--- src/rtl/pipeline_hazard_ctrl.sv ---
// Pipeline sequencer: PC/IF-ID/ID-EX/EX-MEM/MEM-WB enables, load-use stall, branch flush, mem-wait freeze, timeout fault.
// Latency: all controls are combinational from state + inputs and act in the detection cycle; counters/fault update on next clk.
// Backpressure: mem_req & ~mem_ready freezes the whole pipe until mem_ready; a wait longer than TIMEOUT parks in FAULT until err_clr.
module pipeline_hazard_ctrl #(
  parameter int CNT_W   = 32,
  parameter int TIMEOUT = 16
) (
  input  logic             clk,
  input  logic             rst,
  input  logic [4:0]       id_rs1,
  input  logic [4:0]       id_rs2,
  input  logic             id_use_rs1,
  input  logic             id_use_rs2,
  input  logic             ex_memread,
  input  logic [4:0]       ex_rd,
  input  logic             ex_br_taken,
  input  logic             mem_req,
  input  logic             mem_ready,
  input  logic             err_clr,
  output logic             pc_en,
  output logic             ifid_en,
  output logic             ifid_flush,
  output logic             idex_en,
  output logic             idex_bubble,
  output logic             exmem_en,
  output logic             memwb_bubble,
  output logic             mem_fault,
  output logic [CNT_W-1:0] stall_cnt,
  output logic [CNT_W-1:0] flush_cnt
);

  localparam int TO_W = $clog2(TIMEOUT + 1);

  localparam logic [1:0] S_RUN      = 2'd0;
  localparam logic [1:0] S_MEM_WAIT = 2'd1;
  localparam logic [1:0] S_FAULT    = 2'd2;

  localparam logic [TO_W-1:0]  TO_LIMIT = TO_W'(TIMEOUT);
  localparam logic [CNT_W-1:0] CNT_MAX  = '1;

  logic [1:0]      state;
  logic [1:0]      state_nxt;
  logic [TO_W-1:0] wait_cnt;
  logic [TO_W-1:0] wait_cnt_nxt;
  logic            mem_fault_nxt;
  logic            stall_inc;
  logic            flush_inc;
  logic            mem_stall;
  logic            lu;
  logic            run_eval;
  logic            freeze;
  logic            hold;

  // Hazard terms; x0 is hard-wired zero so a load to it never creates a dependency.
  always_comb begin
    mem_stall = mem_req & ~mem_ready;
    lu = ex_memread & (ex_rd != 5'd0) &
         ((id_use_rs1 & (id_rs1 == ex_rd)) | (id_use_rs2 & (id_rs2 == ex_rd)));
  end

  // Next-state, wait counter, fault flag and counter-increment decisions.
  always_comb begin
    state_nxt     = state;
    wait_cnt_nxt  = wait_cnt;
    mem_fault_nxt = mem_fault;
    run_eval      = 1'b0;
    freeze        = 1'b0;
    hold          = 1'b0;
    case (state)
      S_RUN: begin
        if (mem_stall) begin
          freeze       = 1'b1;
          state_nxt    = S_MEM_WAIT;
          wait_cnt_nxt = TO_W'(1);
        end else begin
          run_eval = 1'b1;
        end
      end
      S_MEM_WAIT: begin
        if (mem_ready) begin
          // Release cycle behaves exactly like RUN without a memory stall.
          run_eval     = 1'b1;
          state_nxt    = S_RUN;
          wait_cnt_nxt = '0;
        end else begin
          freeze = 1'b1;
          if (wait_cnt == TO_LIMIT) begin
            state_nxt     = S_FAULT;
            mem_fault_nxt = 1'b1;
            wait_cnt_nxt  = '0;
          end else begin
            wait_cnt_nxt = wait_cnt + TO_W'(1);
          end
        end
      end
      S_FAULT: begin
        hold = 1'b1;
        if (err_clr) begin
          state_nxt     = S_RUN;
          mem_fault_nxt = 1'b0;
        end
      end
      default: begin
        hold      = 1'b1;
        state_nxt = S_RUN;
      end
    endcase
    // A frozen cycle is a stall cycle; a load-use bubble only counts when not overridden by a branch.
    stall_inc = freeze | (run_eval & ~ex_br_taken & lu);
    flush_inc = run_eval & ex_br_taken;
  end

  // Pipeline register controls; reset forces the safe "nothing moves, bubbles in" pattern.
  always_comb begin
    pc_en        = 1'b1;
    ifid_en      = 1'b1;
    ifid_flush   = 1'b0;
    idex_en      = 1'b1;
    idex_bubble  = 1'b0;
    exmem_en     = 1'b1;
    memwb_bubble = 1'b0;
    if (rst || hold) begin
      pc_en        = 1'b0;
      ifid_en      = 1'b0;
      idex_en      = 1'b0;
      exmem_en     = 1'b0;
      idex_bubble  = 1'b1;
      memwb_bubble = 1'b1;
    end else if (freeze) begin
      pc_en        = 1'b0;
      ifid_en      = 1'b0;
      idex_en      = 1'b0;
      exmem_en     = 1'b0;
      memwb_bubble = 1'b1;
    end else if (run_eval && ex_br_taken) begin
      // Wrong-path instructions in IF/ID and ID are squashed; any hazard they raise is moot.
      ifid_flush  = 1'b1;
      idex_bubble = 1'b1;
    end else if (run_eval && lu) begin
      // Hold PC and IF/ID, insert one bubble so the load reaches MEM before the consumer reads.
      pc_en       = 1'b0;
      ifid_en     = 1'b0;
      idex_bubble = 1'b1;
    end
  end

  // State, wait counter and sticky fault; rst aborts any wait immediately.
  always_ff @(posedge clk or posedge rst) begin
    if (rst) begin
      state     <= S_RUN;
      wait_cnt  <= '0;
      mem_fault <= 1'b0;
    end else begin
      state     <= state_nxt;
      wait_cnt  <= wait_cnt_nxt;
      mem_fault <= mem_fault_nxt;
    end
  end

  // Saturating performance counters.
  always_ff @(posedge clk or posedge rst) begin
    if (rst) begin
      stall_cnt <= '0;
      flush_cnt <= '0;
    end else begin
      if (stall_inc && (stall_cnt != CNT_MAX)) begin
        stall_cnt <= stall_cnt + CNT_W'(1);
      end
      if (flush_inc && (flush_cnt != CNT_MAX)) begin
        flush_cnt <= flush_cnt + CNT_W'(1);
      end
    end
  end

endmodule

--- config.mk ---
export PLATFORM = sky130hd
export DESIGN_NAME = pipeline_hazard_ctrl
export DESIGN_NICKNAME = d
export VERILOG_FILES = /design/src/rtl/pipeline_hazard_ctrl.sv
export SDC_FILE = /design/constraint.sdc
export NUM_CORES = 1
export LEC_CHECK = 0
export CAP_MARGIN = 30
export CORE_ASPECT_RATIO = 1.1
export CORE_UTILIZATION = 25
export CTS_CLUSTER_SIZE = 40
export DETAILED_ROUTE_END_ITERATION = 16
export HOLD_SLACK_MARGIN = 0.02
export PLACE_DENSITY = 0.42
export SYNTH_ARGS = -nofsm -noshare
export SYNTH_HDL_FRONTEND = slang
export SYNTH_SLANG_ARGS = --single-unit
--- constraint.sdc ---
create_clock -name clk -period 3.9 [get_ports clk]
set_input_delay 0.975 -clock clk [delete_from_list [all_inputs] [get_ports clk]]
set_output_delay 0.975 -clock clk [all_outputs]
set_load 0.01 [all_outputs]
Word level (Yosys, flattened, before mapping)
Cells that the tools add are included.
W data, S select, Z words.
- flip-flop bits (word level): 72
- output and inout port bits: 72
- word-level logic and storage cells: 80
- add/subtract/negate cells: 3
- eq/ne operators: 12
- multiplexer cells: 35
- bitwise logic cells: 12
- reduce and logical (&&, ||, !) cells: 13
- operator list (cell ; count):
    $add A32 B1 Y32 const B ; 2
    $ne A32 B32 Y1 const B ; 2
    $mux W1 ; 23
    $mux W5 ; 3
    $eq A5 B5 Y1 ; 2
    $pmux W5 S2 ; 1
    $and A1 B1 Y1 ; 8
    $mux W2 ; 4
    $ne A2 B2 Y1 const B ; 4
    $pmux W1 S2 ; 3
    $pmux W2 S3 ; 1
    $add A5 B1 Y5 const B ; 1
    $eq A5 B5 Y1 const B ; 1
    $reduce_bool A5 Y1 ; 1
    $logic_and A1 B1 Y1 ; 4
    $reduce_and A4 Y1 ; 1
    $reduce_bool A2 Y1 ; 2
    $ne A3 B3 Y1 const B ; 1
    $reduce_and A3 Y1 ; 1
    $eq A2 B1 Y1 const B ; 1
    $eq A2 B2 Y1 const B ; 1
    $logic_not A2 Y1 ; 1
    $not A1 Y1 ; 2
    $or A1 B1 Y1 ; 2
    3 further kinds ; 3

Logic depth before layout (Yosys ltp)
Gate-level depths: netlist of run 1.
- depth after elaboration: 9
- gate-level depth with buffers: 9
- depth with buffers taken out: 8

Worst setup path before layout of run 1
OpenSTA, ideal clock, no wires.
- path type: in2out
- start point: in ex_rd[1]
- end point: out pc_en
- arrival: 2163 ps
- data required time: 2925 ps
- setup slack: 762 ps
- stages on the path: 5
- path through: or4_1 -> o21ai_1 -> nor2_1 -> a21oi_1 -> buf_4
- word-level cells in the longest chain between the ends: 9
- ends and longest elaborated chain (what ; RTL line ; RTL):
    start: declaration ; 15 ; input logic [4:0] ex_rd,
    $eq A5 B5 Y1 ; 58 ; ((id_use_rs1 & (id_rs1 == ex_rd)) | (id_use_rs2 & (id_rs2 == ex_rd)));
    $and A1 B1 Y1 ; 58 ;
    $or A1 B1 Y1 ; 58 ;
    $and A1 B1 Y1 * ; 57 ; lu = ex_memread & (ex_rd != 5'd0) &
    $logic_and A1 B1 Y1 * ; 139 ; end else if (run_eval && lu) begin
    $mux W1 * (4 in a row) ; -- ;
    end: declaration ; 20 ; output logic pc_en,
Mark *: on every way between the ends. The rest lies on a longest branch, timed or not.

Final worst setup path of run 1
- start point: in mem_req
- end point: out ifid_flush
- word-level cells in the longest chain between the ends: 7
- ends and longest elaborated chain (what ; RTL line ; RTL):
    start: declaration ; 17 ; input logic mem_req,
    $and A1 B1 Y1 * ; 56 ; mem_stall = mem_req & ~mem_ready;
    $mux W1 ; 71 ; if (mem_stall) begin
    $pmux W1 S2 ; 69 ; case (state)
    $logic_and A1 B1 Y1 ; 135 ; end else if (run_eval && ex_br_taken) begin
    $mux W1 ; 135 ;
    $mux W1 * ; 129 ; end else if (freeze) begin
    $mux W1 * ; 122 ; if (rst || hold) begin
    end: declaration ; 22 ; output logic ifid_flush,
Marks and branches as above.

==> results of run 1 <==
==> critical path, delay by kind of cell <==
family          cells  cell delay, ns
buf+inv             2            0.97
compound gates      1            0.32
simple gates        2            0.42
==> per-layer routing <==
layer	vias up	part of all wire (%)
met2	84	48
met3	7	4.3
met5	-	0
met4	0	1.4
li1	1494	-
met1	1471	46
==> synthesized netlist by cell type, drive strengths merged, types with 9 or more instances <==
| cell type | n | area [um2] |
|---|---|---|
| nor3 | 24 | 120 |
| dfrtp | 72 | 1800 |
| nand2 | 31 | 116 |
| nand4 | 22 | 153 |
| nor4 | 11 | 68.8 |
| inv | 10 | 37.5 |
| nor2 | 15 | 58.8 |
| xnor2 | 34 | 298 |
| xor2 | 38 | 333 |
| buf | 12 | 81.3 |
| and4 | 9 | 78.8 |
| and3 | 9 | 56.3 |
| o21ai | 9 | 45.0 |
| nand3 | 26 | 130 |
==> per-stage QoR <==
step / cell area, um2 / setup slack, ns / TNS, ns / power (uW) / utilization, %
after floorplan: 3750 / 0.762 / 0 / 1190 / -
after global placement: 4940 / -0.0383 / -0.0748 / 1470 / 33.9
after detailed placement: 4940 / -0.0627 / -0.124 / 1470 / 33.9
after CTS: 5230 / 0.0202 / 0 / 2310 / 35.9
after global routing: 5240 / 0.107 / 0 / 2400 / 36.0
final: 5240 / 0.241 / 0 / 2270 / 36.0
==> what timing repair did <==
action / CTS / global route
pin swaps: 0 / 0
resized for setup: 2 / 1
setup endpoints to repair: 2 / 1
hold endpoints to repair: 0 / 0
cloned: 0 / 0
==> worst paths after layout <==
check / from / to / depth (start not counted)
max: mem_req / ifid_flush / 5
min: stall_cnt[13] / stall_cnt[13] / 1
max reg2reg: stall_cnt[2] / stall_cnt[1] / 6
min reg2reg: stall_cnt[13] / stall_cnt[13] / 1
max in group asynchronous: rst / stall_cnt[30] / 3
min in group asynchronous: rst / state[1] / 2
==> where the power goes <==
part	total (uW)	switching, uW	internal, uW	leakage (uW)
Combinational	492	222	270	0.00112
Sequential	956	120	836	0.000942
Clock	821	326	495	0.000146
Total	2270	668	1600	0.00220
==> cell families (layout without fill, tap and decap cells) <==
| logic type | Yosys count | count (layout) |
|---|---|---|
| adders and majority gates | 4 | 4 |
| muxes | 2 | 2 |
| AOI/OAI and AO/OA | 25 | 25 |
| DFF | 72 | 72 |
| and+or+nand+nor | 167 | 167 |
| xor gates and xnor gates | 72 | 72 |
| buffers and inverters | 24 | 131 |
==> layout make-up <==
| type | count | area share (%) |
|---|---|---|
| multi-input combinational | 270 | 34.8 |
| sequential | 72 | 34.4 |
| timing repair buffer | 105 | 19.8 |
| tap | 192 | 4.59 |
| clock buffer | 9 | 4.30 |
| clock inverter | 7 | 1.34 |
| inverter | 10 | 0.717 |
==> state kept, by name (all words and copies together), names as in the netlist <==
| name | cells |
|---|---|
| state | 2 |
| mem_fault | 1 |
| stall_cnt | 32 |
| wait_cnt | 5 |
| flush_cnt | 32 |
==> summary.md, run 1 <==
| Metric | Value |
|---|---|
| Simple-gate portion of the synthesized area | 24.5% |
| Met2 Use GR | 20.7% |
| Area Growth Syn to Fin | 39.6% |
| Worst-Margin Slew | 0.788 ns |
| Commonest cells after routing, fill and taps aside | clkdlybuf4s50_1 (92), dfrtp_1 (72), xor2_1 (38), xnor2_1 (34), nand2_1 (31) |
| Ys Warns | 0 |
| Slowest cell on the critical path | clkdlybuf4s50_1 |
| Largest net degree at the start of global routing | 45 |
| Detailed Routing Iterations Pass 1 | 4 |
| Layout Cells excl Fill | 665 |
| Initial Util | 25.8% |
| Setup violations, final | 0 |
| Clock transition at path regs | 0.06 ns |
| Setup slack, reg-to-reg | 1.17 ns |
| Fin. Hold Viols | 0 |
| Initial antenna violation count | 0 |
| Crit Path Category | in2out |
| Crit-path max FO | 5 |
| I/O pin total | 96 |
| Post-Syn Nets | 394 |
| Clk sinks | 72 |
| Tmin final | 3.66 ns |
| Drt total wl | 9310 um |
| Initial DRC Count | 131 |
| Max incr delay on CP | 0.54 ns |
| Final-report max-slew violation count | 0 |
| Worst hold slack | 0.490 ns |
| Max Root-Sink Buffers | 2 |
| Syn Std Cell Area | 3750 um2 |
| Placed cells | 649 |
| Async SR Flop Fraction | 100% |
| Global route overflow | 0 |
| Peak VDD IR | 0.000161 V |
| Synth Area in XOR/XNOR | 16.8% |
| # diodes | 0 |
| Combinational family with the most area after synthesis | simple AND/OR/NAND/NOR gates |
| Layout cells sized above 1 | 7.19% |
| Drt drc | 0 |
| Hold Path Class | reg2reg |
| Vias | 3,056 |
| Unrepaired setup endpoints after global routing | false |
| Vias in the first global route | 3,066 |
| Crit path required time | 2.92 ns |
| Die Area | 15,500 um2 |
| Mux share of post-synthesis cell area | 0.701% |
| Die width | 119 um |
| TritonCTS clock tree | yes |
| Crit share post-route | 93.8% |
| CP Capture Type | primary output |
| #FFs+latches synth | 72 |
| Drt via density | 4.60 |
| Worst slew margin | 47.3% |
| CTS Hold Buffers Added | 0 |
| Most frequently used flop master after synthesis | dfrtp_1 |
| Worst-Skew Late Latency | 0.33 ns |
| Register area share after synthesis | 48.0% |
| Core Box Area | 14,600 um2 |
| Count of unique library cells instantiated by Yosys | 46 |
| Routability cong. | 0.742 |
| GRT Resource Usage Total | 12.6% |
| IO Port Bufs | 95 |
| EDFF count, synth | 0 |
| Arrival @ worst endpoint | 2.68 ns |
| Most common cell after layout, fill and taps aside | clkdlybuf4s50_1 |
| Final HPWL DP | 6700 um |
| GR Layer Usage met1 | 16.0% |
| Area of the multi-input gates | 1820 um2 |
| H-tree levels | 3 |
| Cells along the critical path | clkdlybuf4s50_1, o21bai_1, and3b_1, and3_1, clkdlybuf4s50_1 |
| Cell Pwr Density | 434 nW/um2 |
| Post-synthesis adder-cell area fraction | 1.33% |
| Fill count | 1,462 |
| ANT nets after route | 0 |
| GR Util met3 | 2.65% |
| Worst setup SP type | input port |
| Max Fclk | 273 MHz |
| Global routing's busiest layer | met2 |
| Max-capacitance violation count | 0 |
| Storage element area | 1800 um2 |
| Leak | 0.00220 uW |
| Nets | 496 |
| First-pass GRT wire length | 15,500 um |
| Synth Area in Compound Gates | 5.24% |
| Postcts setup bufs | 0 |
| Num CTS Buffers | 9 |
| Status | finished, final reports clean |
| Synth Instances | 366 |
| Cell mode on critical path | clkdlybuf4s50_1 |
| WL per Instance | 14.0 um |
| Clock Skews | 0.0105 ns |
| FP Rows | 46 |
| Syn_area_per_cell | 10.2 um2 |
| Clk root buf | clkbuf_16 |
| Chip height | 130 um |
Power figures use the tool's default switching activity.
==> run 2: changes to the inputs <==
Settings changed: CORE_MARGIN from default to 10, PLACE_DENSITY 0.42 to 0.49.
==> run 2 against run 1 <==
Compared with the run above:
- clock skew down 0.0041 ns
- wire length up 13%
- utilization up 0.35 points
- global-route usage down 1.9 points
- first-iteration DRC count up 16%
- fmax down 2.8%
- critical path depth up 2
- clock-buffer cell count unchanged
- sequential share of layout area down 0.33 points
- highest routed layer unchanged
==> summary.md, run 2 (synthesized netlist as in run 1, its figures left out) <==
| Metric | Value |
|---|---|
| Crit Path Category | in2out |
| Worst slew margin | 48.9% |
| Slowest cell on the critical path | or4_1 |
| Placed cell areas | 4950 um2 |
| Initial DRC Count | 152 |
| Clk root buf | clkbuf_16 |
| Clock Skews | 0.00639 ns |
| Worst setup SP type | input port |
| ANT nets after route | 0 |
| I/O pin total | 96 |
| Vias | 3,171 |
| Largest net degree at the start of global routing | 41 |
| Most common cell after layout, fill and taps aside | clkdlybuf4s50_1 |
| Final core occ | 36.3% |
| Routability cong. | 0.832 |
| Final-report max-slew violation count | 0 |
| Crit path required time | 2.92 ns |
| Fill count | 1,469 |
| Crit share post-route | 96.5% |
| Drt via density | 4.75 |
| Global route overflow | 0 |
| Area Growth Syn to Fin | 41.0% |
| Initial antenna violation count | 0 |
| Core Box Area | 14,600 um2 |
| Placed cells | 651 |
| # diodes | 0 |
| Arrival @ worst endpoint | 2.79 ns |
| Status | finished, final reports clean |
| Setup violations, final | 0 |
| IO Port Bufs | 95 |
| Num CTS Buffers | 9 |
| Cells along the critical path | clkdlybuf4s50_1, or4_1, o21ai_1, nor2b_1, o21ai_1, nand2_1, dlygate4sd2_1 |
| GRT Resource Usage Total | 10.7% |
| Die Area | 20,300 um2 |
| Tmin final | 3.77 ns |
| Max Fclk | 266 MHz |
| Commonest cells after routing, fill and taps aside | clkdlybuf4s50_1 (92), dfrtp_1 (72), xor2_1 (38), xnor2_1 (33), nand2_1 (31) |
| Storage element area | 1800 um2 |
| Clk sinks | 72 |
| FP Rows | 46 |
| Layout cells sized above 1 | 8.00% |
| Clock transition at path regs | 0.06 ns |
| Postcts setup bufs | 0 |
| Setup TNS | 0 ns |
| Vias in the first global route | 3,283 |
| Drt drc | 0 |
| Fin. Hold Viols | 0 |
| Nets | 498 |
| Crit-path max FO | 2 |
| Leak | 0.00223 uW |
| Max incr delay on CP | 0.54 ns |
| Peak VDD IR | 0.000296 V |
| Max Root-Sink Buffers | 2 |
| CP top delay family | buffers and inverters |
| First-pass GRT wire length | 17,500 um |
| Detailed Routing Iterations Pass 1 | 4 |
| Max-capacitance violation count | 0 |
| Drt total wl | 10,500 um |
| Area of the multi-input gates | 1840 um2 |
| Cell Pwr Density | 445 nW/um2 |
| Final HPWL DP | 7830 um |
| H-tree levels | 3 |
| Cell mode on critical path | o21ai_1 |
| Layout Cells excl Fill | 667 |
| Unrepaired setup endpoints after global routing | false |
| Worst path buffer plus inverter count | 2 |
| Chip height | 148 um |
| Cell area after layout | 5290 um2 |
| Hold Path Class | reg2reg |
| CP Capture Type | primary output |
| WL per Instance | 15.8 um |
| Die width | 137 um |
| Largest registers | flush_cnt x32, stall_cnt x32, wait_cnt x5 |
| Initial Util | 25.8% |
| Worst-Skew Late Latency | 0.33 ns |
| TritonCTS clock tree | yes |
| Worst-Margin Slew | 0.764 ns |
[run 2: cell count changes in the layout (fill, tap and decap cells not counted), sizes merged]
cell / delta
buf: +2
bufinv: +1
clkinv: +1
clkinvlp: -1
dlygate4sd2: +1
dlymetal6s2s: -1
inv: -1
[run 2: worst paths after layout]
kind,from,endpoint,slack [ns],depth (start not counted)
worst min register to register,wait_cnt[4],wait_cnt[4],0.48,1
min in group asynchronous,rst,flush_cnt[7],1.11,2
worst max register to register,stall_cnt[2],stall_cnt[1],1.19,6
worst max-delay path,ex_rd[1],idex_bubble,0.13,7
worst min-delay path,wait_cnt[4],wait_cnt[4],0.48,1
max in group asynchronous,rst,stall_cnt[4],2.12,3
[run 2: area by class of cell]
class                   instances  area share, %
inverters                      10          0.710
clock inverters                 7           1.82
flip-flops and latches         72           34.1
clock buffers                   9           4.26
repair buffers                107           19.9
well taps                     192           4.54
multi-input cells             270           34.7
[run 2: where the power goes]
group / switching (uW) / internal [uW] / total, uW
sequential: 122 / 836 / 958
clock: 336 / 561 / 897
combinational: 227 / 272 / 499
total: 685 / 1670 / 2350
[run 2: repair_timing]
action,CTS,global route
gates resized for setup,6,0
endpoints found under the hold margin,0,0
endpoints found under the setup margin,3,0
hold buffers,0,0
[run 2: metal layers]
metal	vias up	track usage, %	routed length [um]
met5	-	0	0
met1	1574	13.1	4560
li1	1508	-	-
met2	71	17.0	5110
met4	0	5.01	240
met3	18	3.00	617
[run 2: metrics by stage]
step           setup WS [ns]  hold slack, ns  power, uW
2_1_floorplan          0.762           0.445       1190
3_3_place_gp          -0.151           0.467       1460
3_5_place_dp          -0.147           0.471       1480
4_1_cts                0.114           0.483       2400
5_1_grt               0.0220           0.505       2490
6_report               0.135           0.481       2350
==> run 3: changes to the inputs <==
Settings changed: CORE_UTILIZATION 25 to 50, GPL_TIMING_DRIVEN from default to 0, PLACE_DENSITY 0.49 to 0.84, SLEW_MARGIN from default to 20.
==> run 3 against run 2 <==
Compared with the run above:
- clock skew is 0.0058 ns higher
- first-iteration DRC count is 1.3% higher
- utilization increased by 32 points
- flip-flop and latch count stayed put
- cell count is 15% lower
- critical path depth down 2
- wire length down 8.9%
- fmax shrank 0.76%
- die area fell by 44%
- register-to-register slack better by 0.51 ns
- critical path type unchanged
==> summary.md, run 3 (synthesized netlist as in run 1, its figures left out) <==
| Metric | Value |
|---|---|
| # diodes | 0 |
| Final-report max-slew violation count | 0 |
| Hold Crit Depth | 1 |
| Cell Pwr Density | 407 nW/um2 |
| TritonCTS clock tree | yes |
| Layout cells sized above 1 | 8.16% |
| Initial DRC Count | 154 |
| Tmin final | 3.79 ns |
| Unrepaired setup endpoints after global routing | false |
| Initial Util | 50.7% |
| H-tree levels | 3 |
| Core Box Area | 7390 um2 |
| Total power | 2060 uW |
| Vias | 3,198 |
| Fin. Hold Viols | 0 |
| Largest net degree at the start of global routing | 53 |
| Detailed Routing Iterations Pass 1 | 4 |
| IO Port Bufs | 95 |
| Crit-path max FO | 7 |
| Worst hold slack | 0.485 ns |
| Commonest cells after routing, fill and taps aside | clkdlybuf4s50_1 (92), dfrtp_1 (72), xor2_1 (38), xnor2_1 (34), nand2_1 (31) |
| Placed cells | 549 |
| Max-capacitance violation count | 0 |
| Drt drc | 0 |
| Initial antenna violation count | 0 |
| Crit path required time | 2.92 ns |
| Arrival @ worst endpoint | 2.82 ns |
| Reg2reg end | stall_cnt[1] |
| Worst-Margin Slew | 0.488 ns |
| Worst setup SP type | input port |
| Leak | 0.00217 uW |
| Peak VDD IR | 0.000258 V |
| Largest registers | flush_cnt x32, stall_cnt x32, wait_cnt x5 |
| Die Area | 11,400 um2 |
| Setup violations, final | 0 |
| Slowest cell on the critical path | clkdlybuf4s50_1 |
| Status | finished, final reports clean |
| I/O pin total | 96 |
| RR Startpoint | stall_cnt[2] |
| Crit share post-route | 97.3% |
| First-pass GRT wire length | 16,200 um |
| Final HPWL DP | 7230 um |
| Crit Path Category | in2out |
| CP Capture Type | primary output |
| Worst slew margin | 67.5% |
| Worst-Skew Late Latency | 0.36 ns |
| Final core occ | 68.3% |
| Chip height | 111 um |
| FP Rows | 33 |
| ANT nets after route | 0 |
| Routability cong. | 0.841 |
| Area Growth Syn to Fin | 34.6% |
| Max incr delay on CP | 0.56 ns |
| Cell mode on critical path | clkdlybuf4s50_1 |
| Drt via density | 5.66 |
| Max Root-Sink Buffers | 2 |
| Max Fclk | 264 MHz |
| Postcts setup bufs | 0 |
| WHS Endpoint | stall_cnt[30] |
| Die width | 103 um |
| GRT Resource Usage Total | 17.4% |
| Hold Path Class | reg2reg |
| Clk sinks | 72 |
| Worst r2r path cells | 9 |
| Vias in the first global route | 3,260 |
| Setup slack, reg-to-reg | 1.70 ns |
| HP Start | stall_cnt[30] |
| Most common cell after layout, fill and taps aside | clkdlybuf4s50_1 |
| Cells along the critical path | clkdlybuf4s50_1, o21bai_1, and3b_2, and3_1, clkdlybuf4s50_1 |
| Drt total wl | 9590 um |
| Global route overflow | 0 |
| WL per Instance | 17.0 um |
| Layout Cells excl Fill | 565 |
| Clk root buf | clkbuf_8 |
| Nets | 501 |
| Num CTS Buffers | 9 |
| Clock transition at path regs | 0.08 ns |
| Clock Skews | 0.0121 ns |
==> run 3: cell types whose count changed in the layout (fill, tap and decap cells not counted), sizes merged <==
cell,delta
clkbuf,+4
clkinv,-2
buf,+1
bufinv,-1
clkinvlp,+1
==> run 3: worst max-delay path by stage <==
stage | from | endpoint | slack [ns] | cells after the start
floorplan | ex_rd[1] | pc_en | 0.76 | 5
global placement | ex_rd[1] | pc_en | -0.23 | 7
detailed placement | ex_rd[1] | pc_en | -0.23 | 7
CTS | mem_ready | ifid_flush | 0.05 | 5
global route | mem_ready | ifid_flush | 0.003 | 5
finish | mem_ready | ifid_flush | 0.11 | 5
==> run 3: through the flow <==
step	setup TNS [ns]	instance area, um2	setup WS (ns)
after floorplan	0	3750	0.762
after global placement	-6.37	4810	-0.233
after detailed placement	-0.402	4840	-0.227
after CTS	0	5050	0.0481
after global routing	0	5050	0.00319
final	0	5050	0.106
==> run 3: timing repair <==
| item | in CTS | in global routing |
|---|---|---|
| hold buffers | 0 | 0 |
| gates cloned | 0 | 0 |
| setup endpoints to repair | 3 | 1 |
| pin swaps | 0 | 0 |
| resized for setup | 6 | 1 |
==> run 3: critical path: cells and delay by family <==
kind | cells | cell delay, ns
and+or+nand+nor | 2 | 0.48
buffers and inverters | 2 | 1.11
AOI/OAI and AO/OA | 1 | 0.25
==> run 3: where the power goes <==
group	internal, uW	total, uW	switching, uW	leakage [uW]
logic	274	499	225	0.00113
registers	835	961	126	0.000942
clock network	312	596	284	0.0000993
==> run 3: area by class of cell <==
cell class,count,area (um2)
plain buffers,14,88.8
clock buffers,11,141
clock inverters,5,56.3
fillers,556,2340
inverters,10,40.0
multi-input cells,270,1840
flip-flops and latches,72,1800
well taps,87,109
repair buffers,96,975
==> run 3: metal layers <==
metal	part of all wire [%]	track usage [%]	vias up
li1	-	-	1510
met1	41	20.2	1571
met2	50	28.9	101
met3	6.7	4.68	16
met4	2.1	7.44	0
met5	0	0	-
